## config.mk

```make
export PLATFORM = sky130hd
export DESIGN_NAME = fetch_queue_flat
export DESIGN_NICKNAME = d
export VERILOG_FILES = /design/src/rtl/fetch_queue_pkg.sv /design/src/rtl/fetch_queue_if.sv /design/src/rtl/fq_parcel_ram.sv /design/src/rtl/fetch_queue.sv /design/src/flat_wrapper.sv
export SDC_FILE = /design/constraint.sdc
export NUM_CORES = 1
export LEC_CHECK = 0
export ABC_AREA = 1
export CAP_MARGIN = 25
export CORE_ASPECT_RATIO = 1.4
export CORE_MARGIN = 2
export CORE_UTILIZATION = 40
export CTS_BUF_LIST = sky130_fd_sc_hd__clkbuf_4 sky130_fd_sc_hd__clkbuf_8 sky130_fd_sc_hd__clkbuf_16
export CTS_CLUSTER_DIAMETER = 150
export CTS_CLUSTER_SIZE = 25
export DETAILED_ROUTE_END_ITERATION = 7
export PLACE_DENSITY_LB_ADDON = 0.12
export SETUP_SLACK_MARGIN = 0.1
export SLEW_MARGIN = 20
export SYNTH_ARGS = -nofsm -noshare
export SYNTH_HDL_FRONTEND = slang
export SYNTH_HIERARCHICAL = 1
export SYNTH_SLANG_ARGS = --single-unit
```

## constraint.sdc

```tcl
create_clock -name clk -period 4.45 [get_ports clk]
set_clock_uncertainty 0.1 [all_clocks]
set_input_delay 1.1125 -clock clk [delete_from_list [all_inputs] [get_ports clk]]
set_output_delay 1.1125 -clock clk [all_outputs]
set_load 0.05 [all_outputs]
```

## src/rtl/fetch_queue_pkg.sv

```systemverilog
// Shared types and helpers for the instruction prefetch queue.
// Parcels are 16-bit halves of fetch words; the low two bits classify the instruction length.
package fetch_pkg;

  localparam int PARCEL_W = 16;

  typedef logic [PARCEL_W-1:0] parcel_t;

  function automatic logic is_comp(input logic [15:0] parcel);
    return parcel[1:0] != 2'b11;
  endfunction

endpackage

```

## src/rtl/fetch_queue_if.sv

```systemverilog
// Fetch-side and decode-side handshake bundle of the prefetch queue.
// The slave modport is the queue itself; the master modport is its environment.
interface fetch_queue_if #(
  parameter int XLEN = 64
);

  logic            in_valid;
  logic            in_ready;
  logic [31:0]     in_data;
  logic            out_valid;
  logic            out_ready;
  logic [31:0]     out_inst;
  logic            out_comp;
  logic [XLEN-1:0] out_pc;
  logic            flush;
  logic [XLEN-1:0] flush_pc;

  modport slave (
    input  in_valid, in_data, out_ready, flush, flush_pc,
    output in_ready, out_valid, out_inst, out_comp, out_pc
  );

  modport master (
    output in_valid, in_data, out_ready, flush, flush_pc,
    input  in_ready, out_valid, out_inst, out_comp, out_pc
  );

endinterface

```

## src/rtl/fq_parcel_ram.sv

```systemverilog
// Circular parcel store: up to two consecutive parcels written per cycle at wr_addr,
// and the two parcels at rd_addr / rd_addr+1 read combinationally.
module fq_parcel_ram
  import fetch_pkg::*;
#(
  parameter int DEPTH = 8,
  parameter int AW    = $clog2(DEPTH)
) (
  input  logic          clk,
  input  logic          wr_lo_en,
  input  logic          wr_hi_en,
  input  logic [AW-1:0] wr_addr,
  input  parcel_t       wr_lo,
  input  parcel_t       wr_hi,
  input  logic [AW-1:0] rd_addr,
  output parcel_t       rd_lo,
  output parcel_t       rd_hi
);

  parcel_t       mem [DEPTH];
  logic [AW-1:0] wr_addr1;
  logic [AW-1:0] rd_addr1;

  // Power-of-two depth lets the pointer increment wrap for free.
  assign wr_addr1 = wr_addr + AW'(1);
  assign rd_addr1 = rd_addr + AW'(1);

  always_ff @(posedge clk) begin
    if (wr_lo_en) mem[wr_addr]  <= wr_lo;
    if (wr_hi_en) mem[wr_addr1] <= wr_hi;
  end

  assign rd_lo = mem[rd_addr];
  assign rd_hi = mem[rd_addr1];

endmodule

```

## src/rtl/fetch_queue.sv

```systemverilog
// Instruction prefetch queue: buffers aligned fetch words as parcels and issues
// realigned 16/32-bit instructions with their PCs; flush redirects to a new PC.
module fetch_queue
  import fetch_pkg::*;
#(
  parameter int              XLEN     = 64,
  parameter int              DEPTH    = 8,
  parameter logic [XLEN-1:0] RESET_PC = '0
) (
  input logic        clk,
  input logic        rst_n,
  fetch_queue_if.slave bus
);

  localparam int AW = $clog2(DEPTH);
  localparam int CW = $clog2(DEPTH + 1);

  logic [AW-1:0]   head_q, head_d, tail_q, tail_d;
  logic [CW-1:0]   count_q, count_d;
  logic [XLEN-1:0] head_pc_q, head_pc_d;
  logic            skip_lo_q, skip_lo_d;

  parcel_t         head_lo, head_hi;
  logic            head_comp;
  logic [CW-1:0]   need_n, in_n, out_n;
  logic            enq, deq, out_valid, in_ready;

  fq_parcel_ram #(.DEPTH(DEPTH), .AW(AW)) u_ram (
    .clk      (clk),
    .wr_lo_en (enq),
    .wr_hi_en (enq & ~skip_lo_q),
    .wr_addr  (tail_q),
    .wr_lo    (skip_lo_q ? bus.in_data[31:16] : bus.in_data[15:0]),
    .wr_hi    (bus.in_data[31:16]),
    .rd_addr  (head_q),
    .rd_lo    (head_lo),
    .rd_hi    (head_hi)
  );

  assign head_comp = is_comp(head_lo);
  assign need_n    = head_comp ? CW'(1) : CW'(2);
  assign out_valid = count_q >= need_n;
  assign in_ready  = count_q <= CW'(DEPTH - 2);

  assign enq   = bus.in_valid & in_ready & ~bus.flush;
  assign deq   = out_valid & bus.out_ready & ~bus.flush;
  assign in_n  = enq ? (skip_lo_q ? CW'(1) : CW'(2)) : '0;
  assign out_n = deq ? need_n : '0;

  always_comb begin
    head_d    = head_q;
    tail_d    = tail_q;
    count_d   = count_q;
    head_pc_d = head_pc_q;
    skip_lo_d = skip_lo_q;
    if (bus.flush) begin
      head_d    = '0;
      tail_d    = '0;
      count_d   = '0;
      head_pc_d = bus.flush_pc & ~XLEN'(1);
      skip_lo_d = bus.flush_pc[1];
    end else begin
      count_d = count_q + in_n - out_n;
      tail_d  = tail_q + AW'(in_n);
      if (enq) skip_lo_d = 1'b0;
      if (deq) begin
        head_d    = head_q + AW'(need_n);
        head_pc_d = head_pc_q + (head_comp ? XLEN'(2) : XLEN'(4));
      end
    end
  end

  always_ff @(posedge clk or negedge rst_n) begin
    if (!rst_n) begin
      head_q    <= '0;
      tail_q    <= '0;
      count_q   <= '0;
      head_pc_q <= RESET_PC;
      skip_lo_q <= RESET_PC[1];
    end else begin
      head_q    <= head_d;
      tail_q    <= tail_d;
      count_q   <= count_d;
      head_pc_q <= head_pc_d;
      skip_lo_q <= skip_lo_d;
    end
  end

  // Nothing at the head reads as zero so stale RAM contents never leak out.
  assign bus.in_ready  = in_ready;
  assign bus.out_valid = out_valid;
  assign bus.out_comp  = out_valid & head_comp;
  assign bus.out_inst  = !out_valid ? 32'h0 :
                         head_comp  ? {16'h0, head_lo} : {head_hi, head_lo};
  assign bus.out_pc    = head_pc_q;

endmodule

```

## src/flat_wrapper.sv

```systemverilog
// flat-port wrapper written by rule: the top's interface ports become plain ports
module fetch_queue_flat import fetch_pkg::*;
#(
  parameter int              XLEN     = 64,
  parameter int              DEPTH    = 8,
  parameter logic [XLEN-1:0] RESET_PC = '0
)
  (clk, rst_n, bus_in_valid, bus_in_data, bus_out_ready, bus_flush, bus_flush_pc, bus_in_ready, bus_out_valid, bus_out_inst, bus_out_comp, bus_out_pc);
  fetch_queue_if #(.XLEN(XLEN)) bus_i ();
  input logic clk;
  input logic rst_n;
  input wire logic [$bits(bus_i.in_valid)-1:0] bus_in_valid;
  input wire logic [$bits(bus_i.in_data)-1:0] bus_in_data;
  input wire logic [$bits(bus_i.out_ready)-1:0] bus_out_ready;
  input wire logic [$bits(bus_i.flush)-1:0] bus_flush;
  input wire logic [$bits(bus_i.flush_pc)-1:0] bus_flush_pc;
  output wire logic [$bits(bus_i.in_ready)-1:0] bus_in_ready;
  output wire logic [$bits(bus_i.out_valid)-1:0] bus_out_valid;
  output wire logic [$bits(bus_i.out_inst)-1:0] bus_out_inst;
  output wire logic [$bits(bus_i.out_comp)-1:0] bus_out_comp;
  output wire logic [$bits(bus_i.out_pc)-1:0] bus_out_pc;
  assign bus_i.in_valid = bus_in_valid;
  assign bus_i.in_data = bus_in_data;
  assign bus_i.out_ready = bus_out_ready;
  assign bus_i.flush = bus_flush;
  assign bus_i.flush_pc = bus_flush_pc;
  assign bus_in_ready = bus_i.in_ready;
  assign bus_out_valid = bus_i.out_valid;
  assign bus_out_inst = bus_i.out_inst;
  assign bus_out_comp = bus_i.out_comp;
  assign bus_out_pc = bus_i.out_pc;
  fetch_queue #(.XLEN(XLEN), .DEPTH(DEPTH), .RESET_PC(RESET_PC)) u_core (.clk(clk), .rst_n(rst_n), .bus(bus_i));
endmodule
```

Word-level counts from Yosys, hierarchy flattened
Memory sizes are Yosys's and may differ from the RTL's.
Index checks and enable logic that the tools add are counted.

word-level totals
  register bits after elaboration = 75
  RAM bits = 128
  output and inout bits = 99
  logic and storage cells = 46
  memories kept = 1

cells by class
  $add $sub $neg = 7
  $lt $le $gt $ge = 2
  eq/ne operators = 1
  mux-type cells = 20
  bitwise operators = 8
  reductions and logical operators = 2

memory list
  name              depth  width  rd ports  clocked after memory_dff  write ports  line                 source
  u_core.u_ram.mem  8      16     2         0                         2            fq_parcel_ram.sv:20  parcel_t mem [DEPTH];

operators by type and width
  cell                                                                               count
  64-bit 2-to-1 mux                                                                  2
  64-bit adder                                                                       1
  32-bit 2-to-1 mux                                                                  2
  16-bit 2-to-1 mux                                                                  1
  3-bit 2-to-1 mux                                                                   4
  4-bit 2-to-1 mux                                                                   3
  3-bit by 1-bit adder with 3-bit output (second input constant)                     2
  3-bit adder                                                                        2
  1-bit bitwise AND                                                                  6
  1-bit 2-to-1 mux                                                                   6
  4-bit adder                                                                        1
  4-bit >= comparator                                                                1
  4-bit by 3-bit less-or-equal comparator with 1-bit output (second input constant)  1
  2-bit 2-to-1 mux                                                                   2
  2-bit nonzero test                                                                 2
  4-bit subtractor                                                                   1
  2-bit inequality test (second input constant)                                      1
  1-bit inverter                                                                     2

Logic depth before layout (Yosys ltp)
Gate-level depths: netlist of run 1.
An unclocked memory read counts as a cell.

  depth after elaboration = 9
  mapped depth = 25

Modules after synthesis
Netlist of run 1, hierarchy kept.

by module, submodules not included
  module         instances  cells each  area an instance (sq um)  seq. area each (sq um)
  fq_parcel_ram  1          1359        9356.5                    3843.7
  fetch_queue    1          1038        6321.1                    1851.8

Worst setup path before layout of run 1
OpenSTA, ideal clock, no wires.

  kind = reg2out
  from = register u_core.head_q[1]
  to = output bus_out_inst[10]
  data arrival time = 3.019 ns
  required time = 3.238 ns
  setup slack = 0.219 ns
  stages on the path, launching flop included = 16
  buffers on the path = 3
  cell sequence = dfrtp_1 -> buf_2 -> clkbuf_1 -> nand3_1 -> nand2_1 -> nand2_1 -> nand2_1 -> nand2_1 -> ha_1 -> inv_1 -> nand2_1 -> a21oi_1 -> o21ai_4 -> clkbuf_1 -> nand2_1 -> inv_1

on the way
  cells in the longest elaborated chain, start to end = 5
  elaborated cells on any way between the ends = 6
  classes of those cells = order compare: 1; eq/ne: 1; mux: 3; memory: 1

ends and longest elaborated chain
  what                    line                   source
  start, declared         fetch_queue.sv:18      logic [AW-1:0] head_q, head_d, tail_q, tail_d;
  start signal, assigned  fetch_queue.sv:75      head_q <= '0;
  start signal, assigned  fetch_queue.sv:81      head_q <= head_d;
  memory read 8 x 16 bit  n/a
  via u_core.head_lo[1]   fetch_queue.sv:23      parcel_t head_lo, head_hi;
  2-bit inequality test   fetch_queue_pkg.sv:10  return parcel[1:0] != 2'b11;
  2-bit 2-to-1 mux        fetch_queue.sv:41      assign need_n = head_comp ? CW'(1) : CW'(2);
  4-bit >= comparator     fetch_queue.sv:42      assign out_valid = count_q >= need_n;
  via bus_out_valid       flat_wrapper.sv:18     output wire logic [$bits(bus_i.out_valid)-1:0] bus_out_valid;
  32-bit 2-to-1 mux       fetch_queue.sv:93      assign bus.out_inst = !out_valid ? 32'h0 :
  end, declared           flat_wrapper.sv:19     output wire logic [$bits(bus_i.out_inst)-1:0] bus_out_inst;

The timed path passes the listed nets, and every way through them passes these cells.

Final worst setup path of run 1
  from = register u_core.head_q[0]
  to = output bus_out_inst[26]

on the way
  cells in the longest elaborated chain, start to end = 5
  elaborated cells on any way between the ends = 7
  classes of those cells = add/sub: 1; order compare: 1; eq/ne: 1; mux: 3; memory: 1

ends and longest elaborated chain
  what                      line
  memory read 8 x 16 bit *  n/a
  via u_core.head_lo[0]     fetch_queue.sv:23
  2-bit inequality test *   fetch_queue_pkg.sv:10
  2-bit 2-to-1 mux          fetch_queue.sv:41
  4-bit >= comparator       fetch_queue.sv:42
  32-bit 2-to-1 mux *       fetch_queue.sv:93

The timed path passes the listed nets; every way through them passes the cells marked *.

==> reports/results.tsv, run 1 <==
stage	metric	value	unit
synth	seq_area_frac_synth	36.3	%
sta	hold_ws	0.453	ns
critical_path	r2r_slack	0.41	ns
synth	number_of_enable_flip_flop_cells_after_synthesis	128	
sta	timing_hold_violations_final	0	
critical_path	cpPeakStageDelay	0.50	ns
floorplan	site_row_count	85	
critical_path	cp_num_cells	18	
placed_design	io_port_bufs	197	
critical_path	crit_family	buffers and inverters	
critical_path	crit_start	u_core/head_q[0]	
routing	drt_drc_violations_left	0	
routing	via_per_inst	5.32	
synth	synth.distinct_cells	41	
critical_path	worstSetupEndpointType	primary output	
clocking	number_of_clock_sinks	202	
critical_path	endpoint	bus_out_inst[26]	
sta	slew_headroom	37.0	%
clocking	master_cell_of_the_clock_root_buffer	sky130_fd_sc_hd__clkbuf_16	
critical_path	crit-reg2reg-capture	u_core/count_q[3]	
floorplan	die-area	0.0408	sq mm
critical_path	worst-endpoint-required	3.24	ns
sta	post-route-period-util	95.8	%
routing	final_antenna_violating_net_count	0	
critical_path	worst_r2r_startpoint	u_core/head_q[0]	
flow_run	drv.max_cap_violation_count	0	
sta	max_frequency	235	MHz
synth	synth.cell_area	0.0157	sq mm
synth	synthesis.area_per_instance	6.54	sq um
critical_path	timing.critical_path.buf_inv	7	
synth	post-synth-top-area-fraction	25.7	%
clocking	cts_max_path_buffers	3	
routing	drt_pass1_iterations	6	
clocking	tritoncts	built	
status	outcome	finished, final reports clean	
clocking	htree_levels	1	
synth	synth.most_common_cell	sky130_fd_sc_hd__nand2_1	
global_route	grt_start_max_net_pins	75	
routing	routed-via-count	16200	
global_route	grt.total_usage	29.3	%
sta	worst_pin_slew	0.945	ns
global_route	grt_pass1_vias	15500	
critical_path	timing.critical_path.arrival	3.05	ns
synth	post_synth_most_frequent_cells	sky130_fd_sc_hd__nand2_1 (1073), sky130_fd_sc_hd__inv_1 (252), sky130_fd_sc_hd__nand3_1 (220)	
synth	post-synth-top-area-cell	sky130_fd_sc_hd__nand2_1	
critical_path	setup.worst_path.start_class	register	
global_route	grt_antenna_before_repair	5	
critical_path	path_class	reg2out	
layout	design.final.nets	2631	
placed_design	gp_congestion	1.01	
synth	syn_inst	2397	
sta	unrepaired_setup_endpoints_after_global_routing	false	
pwr	irDropWorstVdd	0.389	mV
synth	yosys_most_used_dff	sky130_fd_sc_hd__edfxtp_1	
synth	synthesis.yosys.warnings	6	
layout	area.growth.synth_to_final	19.6	%
routing	routedWlPerCell	19.8	microns
synth	synth-seq-cells	202	
sta	final-setup-viol-count	0	
global_route	grt_first_pass_wirelength	90.9	mm
clocking	cts_made_buffers	12	
critical_path	path_cells	buf_12 > buf_12 > nand2_1 > nand3_1 > nand2_1 > nand2_1 > nand2_2 > nand2_4 > ha_4 > inv_1 > nand2_1 > a21oi_2 > o21ai_4 > buf_12 > clkbuf_16 > nand3_1 > inv_1 > buf_12	
critical_path	critical_path.max_fanout	11	
floorplan	design.core.area	0.0386	sq mm
global_route	grt_remaining_overflow	0	
synth	synth_area_leaders	sky130_fd_sc_hd__nand2_1 (26%), sky130_fd_sc_hd__edfxtp_1 (25%), sky130_fd_sc_hd__dfrtp_1 (12%), sky130_fd_sc_hd__nand3_1 (7.0%), sky130_fd_sc_hd__inv_1 (6.0%)	
sta	post_route_minimum_period	4.26	ns
pwr	powerDensity	632	mW/mm^2
clocking	clock_insertion_delay_worst_skew	0.50	ns
critical_path	ff2ff_path_depth	25	
floorplan	start_util	40.6	%
routing	routed_wl	60.2	mm
floorplan	io_pins	200	
clocking	cts.reportedPaths.clkPinSlew	0.12	ns
sta	tns	0	ns
placed_design	dp_hpwl	44.4	mm
layout	share_of_layout_cells_above_drive_strength_1	7.47	%
worst_hold_path	hold_path.class	reg2reg	
sta	slew_viol_final	0	
pwr	p_leak	8.92	nW
floorplan	chipHeight	238	microns
synth	async_set_or_reset_register_ratio_after_synthesis	36.6	%
critical_path	cpMaxStageDelayCell	sky130_fd_sc_hd__dfrtp_4	
synth	post_synthesis_net_count	2518	
floorplan	dieWidth	171	microns
routing	drt_first_iter_violations	1317	
-- logic make-up (layout without fill, tap and decap cells) --
| family | count (synthesis) | count (layout) | share of synthesized area, % |
|---|---|---|---|
| other | 1 | 5 | 0.0239 |
| buffers and inverters | 420 | 539 | 12.2 |
| DFF | 202 | 202 | 36.3 |
| and+or+nand+nor | 1645 | 1645 | 44.5 |
| adders and majority gates | 20 | 20 | 1.84 |
| AOI/OAI and AO/OA | 66 | 66 | 2.38 |
| muxes | 16 | 16 | 1.15 |
| xor gates and xnor gates | 27 | 27 | 1.63 |
-- report_power, final --
| part | total [W] | leakage [nW] | internal (W) | switching (W) |
|---|---|---|---|---|
| Clock | 0.00129 | 0.199 | 0.000597 | 0.000692 |
| Sequential | 0.00290 | 2.06 | 0.00233 | 0.000577 |
| Combinational | 0.00767 | 6.66 | 0.00276 | 0.00491 |
| Total | 0.0119 | 8.92 | 0.00569 | 0.00617 |
-- state kept, by name (all words and copies together), names as in the netlist --
register           count
u_core/count_q         4
u_core/tail_q          3
u_core/head_q          3
u_core/u_ram/mem     128
u_core/bus.out_pc     63
u_core/skip_lo_q       1
-- repair_timing --
action / 4_1_cts / 5_1_grt
endpoints found under the setup margin: 34 / 34
pin swaps: 0 / 7
resized for setup: 4 / 17
setup buffers: 0 / 9
hold buffers: 0 / 0
gates cloned: 0 / 4
-- per-stage QoR --
step | area, sq um | setup slack, ns | utilization (%) | total power [W] | cells
CTS | 18500 | 0.124 | 48.0 | 0.0116 | 3025
finish | 18800 | 0.189 | 48.6 | 0.0119 | 3042
global route | 18800 | 0.0239 | 48.6 | 0.0126 | 3040
detailed placement | 18100 | 0.362 | 46.9 | 0.0102 | 3005
floorplan | 15700 | 0.219 | - | 0.00722 | 2397
global placement | 18100 | 0.406 | 46.9 | 0.0102 | 3005
-- worst reg2reg max path: stages, from the launching register on --
cell and delay [ns]:
sky130_fd_sc_hd__dfrtp_4 0.50, sky130_fd_sc_hd__buf_12 0.15, sky130_fd_sc_hd__buf_12 0.14, sky130_fd_sc_hd__nand2_1 0.06
sky130_fd_sc_hd__nand3_1 0.08, sky130_fd_sc_hd__nand2_1 0.09, sky130_fd_sc_hd__nand2_1 0.06, sky130_fd_sc_hd__nand2_2 0.12
sky130_fd_sc_hd__nand2_4 0.11, sky130_fd_sc_hd__ha_4 0.29, sky130_fd_sc_hd__inv_1 0.03, sky130_fd_sc_hd__nand2_1 0.06
sky130_fd_sc_hd__a21oi_2 0.07, sky130_fd_sc_hd__o21ai_4 0.16, sky130_fd_sc_hd__buf_12 0.15, sky130_fd_sc_hd__nand2_2 0.10
sky130_fd_sc_hd__inv_1 0.06, sky130_fd_sc_hd__nand2_1 0.11, sky130_fd_sc_hd__nor2_1 0.18, sky130_fd_sc_hd__fa_1 0.43
sky130_fd_sc_hd__inv_1 0.12, sky130_fd_sc_hd__ha_1 0.24, sky130_fd_sc_hd__a21o_1 0.15, sky130_fd_sc_hd__a21oi_1 0.16
sky130_fd_sc_hd__o21ai_0 0.10, sky130_fd_sc_hd__a21oi_1 0.15
-- cell type report --
type | instances | area [sq um]
inverter | 258 | 971
antenna | 4 | 10.0
tap | 522 | 653
timing repair buffer | 261 | 2920
sequential | 202 | 5700
fill | 3943 | 19900
clock inverter | 1 | 30.0
multi-input combinational | 1775 | 8100
clock buffer | 19 | 370
-- how the worst min path moves through the flow --
stage / startpoint / endpoint / slack, ns / cells after the start
final: u_core/bus.out_pc[62] / u_core/bus.out_pc[62] / 0.45 / 2
after global routing: u_core/bus.out_pc[62] / u_core/bus.out_pc[62] / 0.47 / 2
after CTS: u_core/bus.out_pc[62] / u_core/bus.out_pc[62] / 0.45 / 2
after detailed placement: u_core/bus.out_pc[62] / u_core/bus.out_pc[62] / 0.42 / 2
after global placement: u_core/bus.out_pc[62] / u_core/bus.out_pc[62] / 0.42 / 2
after floorplan: u_core/head_q[2] / u_core/head_q[2] / 0.39 / 2
-- placed cells by master (no fill, tap or decap), drive strengths merged, types with 3 or more instances in the layout --
master / n
mux2: 16
o31ai: 3
a21oi: 11
clkdlybuf4s50: 161
ha: 15
buf: 97
o211ai: 6
nand4: 139
nand3: 229
nor3: 6
nand2: 1080
xor2: 16
diode: 4
inv: 257
clkbuf: 22
dfrtp: 74
fa: 5
and2: 3
xnor2: 11
edfxtp: 128
o21ai: 42
nor2: 183
-- layer usage --
layer,up-vias,wire length (microns),GRT usage [%]
met5,-,0,0
met4,0,3880,17.4
met1,7509,21700,32.8
met2,712,30700,52.8
li1,7806,-,-
met3,149,3910,3.63
(Power assumes the default switching activity.)
==> run 2: changes to the inputs <==
--- a/config.mk
+++ b/config.mk
@@ -12,7 +12,7 @@
 export CORE_UTILIZATION = 40
 export CTS_BUF_LIST = sky130_fd_sc_hd__clkbuf_4 sky130_fd_sc_hd__clkbuf_8 sky130_fd_sc_hd__clkbuf_16
 export CTS_CLUSTER_DIAMETER = 150
-export CTS_CLUSTER_SIZE = 25
+export CTS_CLUSTER_SIZE = 10
 export DETAILED_ROUTE_END_ITERATION = 7
 export PLACE_DENSITY_LB_ADDON = 0.12
 export SETUP_SLACK_MARGIN = 0.1
==> reports/results.tsv, run 2 (synthesis gave the netlist of run 1 again) <==
stage	metric	value	unit
status	outcome	finished, final reports clean	
sta	tns	0	ns
clocking	cts.reportedPaths.clkPinSlew	0.06	ns
critical_path	worst-endpoint-required	3.24	ns
routing	drt_drc_violations_left	0	
placed_design	placed_cell_area	0.0181	sq mm
layout	top_register	u_core/u_ram/mem	
critical_path	worstSetupEndpointType	primary output	
sta	worst_pin_slew	0.969	ns
worst_hold_path	hold_path_depth	2	
clocking	master_cell_of_the_clock_root_buffer	sky130_fd_sc_hd__clkbuf_16	
sta	timing_hold_violations_final	0	
critical_path	r2r_slack	0.39	ns
global_route	use_met1	32.8	%
global_route	grtUsageMet2	52.8	%
layout	most_common_cell_after_layout_fill_and_taps_aside	sky130_fd_sc_hd__nand2_1	
critical_path	crit_start	u_core/head_q[0]	
critical_path	cpMaxStageDelayCell	sky130_fd_sc_hd__dfrtp_4	
routing	drt_pass1_iterations	5	
critical_path	path_cells	buf_12 > buf_12 > nand2_1 > nand3_1 > nand2_1 > nand2_1 > nand2_2 > nand2_4 > ha_4 > inv_1 > nand2_1 > a21oi_2 > o21ai_4 > buf_12 > clkbuf_16 > nand3_1 > inv_2 > buf_12	
sta	final-setup-viol-count	0	
layout	area.growth.synth_to_final	21.8	%
global_route	grt.total_usage	29.5	%
routing	routed-via-count	16200	
clocking	cts_made_buffers	24	
sta	slew_viol_final	0	
floorplan	dieWidth	171	microns
sta	post_route_minimum_period	4.29	ns
critical_path	worst_r2r_startpoint	u_core/head_q[0]	
critical_path	cpPeakStageDelay	0.48	ns
sta	hold_ws	0.445	ns
critical_path	ff2ff_path_depth	25	
sta	post-route-period-util	96.5	%
critical_path	path_class	reg2out	
floorplan	start_util	40.6	%
clocking	htree_levels	1	
clocking	number_of_clock_sinks	202	
sta	slew_headroom	35.4	%
floorplan	io_pins	200	
sta	unrepaired_setup_endpoints_after_global_routing	true	
critical_path	critical_path.max_fanout	11	
pwr	irDropWorstVdd	0.389	mV
global_route	grt_remaining_overflow	0	
worst_hold_path	worstHoldStart	u_core/bus.out_pc[62]	
layout	flip_flop_count_of_the_largest_register_all_copies_and_words_added	128	
critical_path	setup.worst_path.start_class	register	
routing	final_antenna_violating_net_count	0	
layout	final_design_area_no_fill	0.0191	sq mm
global_route	grt_antenna_before_repair	4	
floorplan	design.core.area	0.0386	sq mm
global_route	grt_pass1_vias	15500	
sta	max_frequency	233	MHz
global_route	groute.layer.met3.usage	3.91	%
critical_path	timing.critical_path.arrival	3.08	ns
routing	drt_first_iter_violations	1351	
clocking	tritoncts	built	
layout	share_of_layout_cells_above_drive_strength_1	8.71	%
global_route	grt.busiest_layer	met2	
floorplan	die-area	0.0408	sq mm
floorplan	chipHeight	238	microns
worst_hold_path	hold_path.class	reg2reg	
flow_run	drv.max_cap_violation_count	0	
clocking	clock_insertion_delay_worst_skew	0.55	ns
critical_path	cp_num_cells	18	
critical_path	timing.critical_path.buf_inv	7	
layout	design.final.nets	2643	
routing	routedWlPerCell	19.8	microns
global_route	grt_first_pass_wirelength	91.2	mm
placed_design	gp_congestion	1.01	
clocking	cts_max_path_buffers	3	
placed_design	dp_hpwl	44.4	mm
routing	routed_wl	60.7	mm
global_route	grt_start_max_net_pins	75	
floorplan	site_row_count	85	
placed_design	io_port_bufs	197	
layout	mostFrequentLayoutCells	sky130_fd_sc_hd__nand2_1 (1070), sky130_fd_sc_hd__inv_1 (233), sky130_fd_sc_hd__nand3_1 (219)	
pwr	p_leak	9.07	nW
routing	via_per_inst	5.29	
critical_path	crit_family	buffers and inverters	
pwr	powerDensity	656	mW/mm^2
## run 2: layer usage
| metal | share of wire (%) | routed length (microns) | vias up |
|---|---|---|---|
| met4 | 6.7 | 4080 | 2 |
| met2 | 51 | 30800 | 683 |
| met5 | 0.025 | 15 | - |
| met3 | 6.2 | 3750 | 168 |
| li1 | - | - | 7841 |
| met1 | 36 | 22000 | 7505 |
## run 2: area by class of cell
class | instances | area [sq um]
clock inverter | 1 | 8.76
antenna | 3 | 7.51
fill | 3931 | 19500
sequential | 202 | 5700
clock buffer | 39 | 731
inverter | 258 | 971
timing repair buffer | 261 | 2920
multi-input combinational | 1775 | 8110
tap | 522 | 653
## run 2: worst reg2reg max path, delay by kind of cell (launching register included)
kind            cells  cell delay, ns
flops               1            0.48
buf+inv             6            0.65
simple gates       10            1.01
fa+ha+maj           3            0.95
compound gates      6            0.80
## run 2: power by group
group / switching [W] / internal (W)
clock: 0.000803 / 0.00112
combinational: 0.00493 / 0.00277
sequential: 0.000574 / 0.00233
total: 0.00630 / 0.00622
## run 2: final timing paths
check,end
worst min register to register,u_core/bus.out_pc[62]
worst min-delay path,u_core/bus.out_pc[62]
max in group asynchronous,u_core/bus.out_pc[11]
worst max register to register,u_core/count_q[3]
worst max-delay path,bus_out_inst[30]
min in group asynchronous,u_core/bus.out_pc[62]
## run 2: repair_timing
action                                  in CTS  in global routing
gates resized for setup                      4                 30
hold buffers                                 0                  0
pin swaps                                    0                  7
gates cloned                                 0                  4
buffers inserted                             0                  9
endpoints found under the setup margin      34                 34
## run 2: stage by stage
step | setup WS (ns) | total power (W) | instances | util [%]
5_1_grt | 0.0218 | 0.0132 | 3059 | 49.5
4_1_cts | 0.106 | 0.0122 | 3045 | 48.9
3_3_place_gp | 0.406 | 0.0102 | 3005 | 46.9
2_1_floorplan | 0.219 | 0.00722 | 2397 | -
6_report | 0.158 | 0.0125 | 3061 | 49.5
3_5_place_dp | 0.362 | 0.0102 | 3005 | 46.9
